File: src/rtl/dcp_hex_tx.sv
// Hex ASCII print stage: turns one latched status word into NIBBLES uppercase hex
// characters plus an optional separator or CR/LF, streamed over a valid/ready byte port.
module dcp_hex_tx #(
  parameter int          NIBBLES = 8,
  parameter logic [7:0]  SEP     = 8'h20
) (
  input  logic        clk,
  input  logic        rst,
  input  logic [31:0] din,
  input  logic [1:0]  fmt,
  input  logic        vld_in,
  output logic        rdy_in,
  output logic        done,
  output logic        busy,
  input  logic        rdy_tx,
  output logic [7:0]  d_tx,
  output logic        vld_tx
);

  typedef enum logic [2:0] {IDLE, HEX, TAIL, LF, DONE} state_t;

  state_t      state_q;
  logic [31:0] word_q;
  logic [1:0]  fmt_q;
  logic [2:0]  cnt_q;
  logic [7:0]  d_tx_q;
  logic        vld_tx_q;
  logic        done_q;
  logic        busy_q;
  logic        rdy_in_q;

  logic [3:0]  nib_first_d;
  logic [3:0]  nib_next_d;
  logic        xfer_d;

  function automatic logic [7:0] hex_ascii(input logic [3:0] n);
    return (n < 4'd10) ? (8'h30 + {4'h0, n}) : (8'h37 + {4'h0, n});
  endfunction

  assign xfer_d      = vld_tx_q && rdy_tx;
  assign nib_first_d = din[4*NIBBLES-1 -: 4];

  // Nibble printed after the current one; only consumed while cnt_q != 0.
  always_comb begin
    nib_next_d = word_q[3:0];
    for (int i = 0; i < 8; i++) begin
      if (3'(i) == (cnt_q - 3'd1)) nib_next_d = word_q[4*i +: 4];
    end
  end

  always_ff @(posedge clk or posedge rst) begin
    if (rst) begin
      state_q  <= IDLE;
      word_q   <= '0;
      fmt_q    <= '0;
      cnt_q    <= '0;
      d_tx_q   <= 8'h00;
      vld_tx_q <= 1'b0;
      done_q   <= 1'b0;
      busy_q   <= 1'b0;
      rdy_in_q <= 1'b0;
    end else begin
      done_q <= 1'b0;
      case (state_q)
        IDLE: begin
          rdy_in_q <= 1'b1;
          if (vld_in && rdy_in_q) begin
            word_q   <= din;
            fmt_q    <= fmt;
            cnt_q    <= 3'(NIBBLES - 1);
            d_tx_q   <= hex_ascii(nib_first_d);
            vld_tx_q <= 1'b1;
            busy_q   <= 1'b1;
            rdy_in_q <= 1'b0;
            state_q  <= HEX;
          end
        end
        HEX: begin
          if (xfer_d) begin
            if (cnt_q != 3'd0) begin
              cnt_q  <= cnt_q - 3'd1;
              d_tx_q <= hex_ascii(nib_next_d);
            end else if (fmt_q == 2'b00) begin
              vld_tx_q <= 1'b0;
              done_q   <= 1'b1;
              state_q  <= DONE;
            end else begin
              d_tx_q  <= fmt_q[1] ? 8'h0D : SEP;
              state_q <= TAIL;
            end
          end
        end
        TAIL: begin
          if (xfer_d) begin
            if (fmt_q[1]) begin
              d_tx_q  <= 8'h0A;
              state_q <= LF;
            end else begin
              vld_tx_q <= 1'b0;
              done_q   <= 1'b1;
              state_q  <= DONE;
            end
          end
        end
        LF: begin
          if (xfer_d) begin
            vld_tx_q <= 1'b0;
            done_q   <= 1'b1;
            state_q  <= DONE;
          end
        end
        DONE: begin
          busy_q   <= 1'b0;
          rdy_in_q <= 1'b1;
          state_q  <= IDLE;
        end
        default: begin
          vld_tx_q <= 1'b0;
          busy_q   <= 1'b0;
          state_q  <= IDLE;
        end
      endcase
    end
  end

  assign rdy_in = rdy_in_q;
  assign done   = done_q;
  assign busy   = busy_q;
  assign d_tx   = d_tx_q;
  assign vld_tx = vld_tx_q;

endmodule

File: config.mk
export PLATFORM = sky130hd
export DESIGN_NAME = dcp_hex_tx
export DESIGN_NICKNAME = d
export VERILOG_FILES = /design/src/rtl/dcp_hex_tx.sv
export SDC_FILE = /design/constraint.sdc
export NUM_CORES = 1
export LEC_CHECK = 0
export ABC_AREA = 0
export CAP_MARGIN = 10
export CORE_MARGIN = 10
export CORE_UTILIZATION = 48
export CTS_CLUSTER_DIAMETER = 200
export DETAILED_ROUTE_END_ITERATION = 16
export GPL_ROUTABILITY_DRIVEN = 0
export PLACE_DENSITY_LB_ADDON = 0.3
export SLEW_MARGIN = 40
export SYNTH_ARGS = -nofsm -noshare
export SYNTH_HDL_FRONTEND = slang
export SYNTH_SLANG_ARGS = --single-unit
File: constraint.sdc
create_clock -name clk -period 2.4 [get_ports clk]
set_clock_uncertainty 0.15 [all_clocks]
set_input_delay 0.48 -clock clk [delete_from_list [all_inputs] [get_ports clk]]
set_output_delay 0.48 -clock clk [all_outputs]
set_load 0.02 [all_outputs]
==> flow_metrics.tcl <==
set metrics [dict create \
    reg2reg_to "d_tx[3]" \
    slew_viol_final 0 \
    period_needed_ps 2436 \
    yosys_warnings 0 \
    syn_area_sq_um 2965 \
    hp-class "reg2reg" \
    ys_top_cells_by_area "dfrtp_1 (43%), nand2_1 (14%), o21ai_0 (3.2%)" \
    pin_count 50 \
    drive_above_1_share 0.2000 \
    synth.distinct_cells 60 \
    drtAntennaViolNets 0 \
    htree_num_levels 2 \
    cap_violations 0 \
    p_total_mw 6.169 \
    ys_seq_elements 51 \
    worstReg2RegStart "cnt_q[0]" \
    viasPerCell 5.572 \
    syn2layout_area_growth_pct 37.26 \
    p_switching_mw 2.754 \
    num_vias 2814 \
    yosys.area.top_type "dfrtp_1" \
    multi_input_area_sq_um 1733 \
    violations "negative setup slack" \
    cts_tree "done" \
    hold_path_end "word_q[16]" \
    rsz0062_at_grt "true" \
    pwr-share-seq 0.264 \
    antenna_found_initial 0 \
    grt_usage 0.1643 \
    seq_area_sq_um 1279 \
    layout_commonest_cell "nand2_1" \
    switching_share 0.4464 \
    num-nets-final 474 \
    syn-instance-count 356 \
    tns_ps -95.69 \
    fin_area_sq_um 4070 \
    worst_slack_ps -36.50 \
    vdd_drop_max_uv 686.5 \
    crit_path_start "cnt_q[0]" \
    syn_nets 401 \
    hpwl_mm 5.841 \
    clk_pin_slew_ps 90 \
    intPower_mw 3.415 \
    p_clk_frac 0.079 \
    first_pass_iters 4 \
    cts_sinks 51 \
    grt_max_degree 37 \
    layout_common_cells "nand2_1 (113), dfrtp_1 (49), clkdlybuf4s50_1 (48), buf_4 (35), nor2_1 (21)" \
    hold_viol_final 0 \
    crit_arrival_ps 2520 \
    ctsHoldBuffers 0 \
    wl_per_cell_microns 17.01 \
    synth_edf_count 0 \
    dpl_cell_area_sq_um 3720 \
    die-area_sq_um 9722 \
    reg2reg_depth 9 \
    worst_hold_startpoint "word_q[16]" \
    clockRootBuffer "clkbuf_8" \
    die_w_microns 98.60 \
    grt_pass1_wl_mm 13.39 \
    yosysSeqAreaShare 0.4304 \
    cts_max_path_buffers 2 \
    die_y_microns 98.60 \
    n_fill_cell 492 \
    worstPathMaxFanout 14 \
    coreArea_sq_um 5956 \
    endpoint_kind "register" \
    drc 0 \
    grt-ovfl-total 0 \
    start_kind "register" \
    drt_first_iter_violations 121 \
    yosysTopAreaCellShare 0.4304 \
    grt_pass1_vias 2849 \
    r2r_slack_ps -40 \
    post-route-period-util 1.015 \
    diodes 0 \
    postSynth.asyncResetShare 1.000 \
    start_util 0.4979 \
    core.rowCount 28 \
    power.density_nw_per_um2 1516 \
    port_buffers 48 \
    cp.required_ps 2490 \
    synth_ff_type "dfrtp_1" \
    p_leak_nw 1.810 \
    routed_wl_mm 8.592 \
    criticalPathCategory "reg2reg" \
    setup_viol 4 \
    avgSynthCellArea_sq_um 8.330 \
    power_frac_comb 0.657 \
    status "finished with violations" \
    max_freq_ghz 0.4104 \
    fin_util 0.6834 \
    min_path_cells 2 \
    cts_made_buffers 5 \
    clk_latency_ps 310 \
]
-- sequential cells by signal, indices dropped and copies added (netlist names) --
name,cells
word_q,32
d_tx,7
cnt_q,3
state_q,3
fmt_q,2
busy,1
done,1
rdy_in,1
vld_tx,1
-- worst max-delay path, cell delays in order, from the launching register on --
cell and delay, ps:
dfrtp_2 410, buf_4 140, ha_4 240, nor3b_1 440, a2111oi_4 70, a31oi_2 250
buf_4 180, a21boi_4 200, nand3_1 120, a31oi_1 180
-- logic make-up after synthesis --
group           synth area share
simple gates              0.2557
compound gates            0.1764
flops                     0.4304
buf+inv                  0.05063
mux                      0.03249
fa+ha+maj                0.02953
xor+xnor                 0.02363
other cells             0.001265
-- power by group through the flow --
stage | combinational, mW | clock (mW) | sequential (mW)
2_1_floorplan | 2.13 | 0 | 1.55
3_3_place_gp | 3.18 | 0 | 1.58
3_5_place_dp | 3.26 | 0 | 1.60
4_1_cts | 3.44 | 0.502 | 1.59
5_1_grt | 4.38 | 0.530 | 1.67
6_report | 4.05 | 0.489 | 1.63
-- Yosys cell counts (3+ instances only) --
cell / n
nand2b_1: 4
nand3b_1: 3
mux2i_1: 4
clkbuf_1: 9
inv_1: 15
dfrtp_1: 51
o211ai_1: 3
o21a_1: 3
nand2_1: 113
buf_2: 9
a21oi_1: 13
mux2_2: 4
nor3b_1: 4
nor2b_1: 6
nand3_1: 4
nor3_1: 4
a31oi_1: 4
nor2_1: 23
a21o_1: 3
a211oi_1: 4
o21ai_0: 19
o22ai_1: 3
ha_1: 7
-- cell type report --
cell class,count,area share
multi-input combinational,269,0.4258
sequential,51,0.3142
timing repair buffer,87,0.2014
tap,75,0.02306
clock buffer,7,0.01875
inverter,15,0.01568
clock inverter,1,0.001230
-- per-stage QoR --
| step | hold slack [ps] | cells | setup slack, ps |
|---|---|---|---|
| after global placement | 312.0 | 490 | -15.95 |
| after detailed placement | 315.6 | 490 | -131.4 |
| after global routing | 364.9 | 505 | -131.7 |
| after floorplan | 290.1 | 356 | 31.26 |
| final | 333.4 | 505 | -36.50 |
| after CTS | 335.9 | 499 | -0.2749 |
-- repair_timing --
item,in CTS,in global routing
resized for setup,15,26
buffers inserted,1,5
pin swaps,2,10
gates cloned,0,1
endpoints found under the setup margin,7,8
-- layer usage --
metal	track usage	vias to the layer above	share of wire
li1	-	1346	-
met1	0.1941	1351	0.40
met2	0.2784	95	0.51
met3	0.04050	22	0.061
met4	0.06725	0	0.028
met5	0	-	0
-- worst max-delay path by stage --
stage              end
6_report       d_tx[3]
5_1_grt        d_tx[0]
4_1_cts        d_tx[4]
3_5_place_dp   d_tx[2]
3_3_place_gp   d_tx[4]
2_1_floorplan  d_tx[4]
No activity file was read; power rests on OpenSTA's default activity.
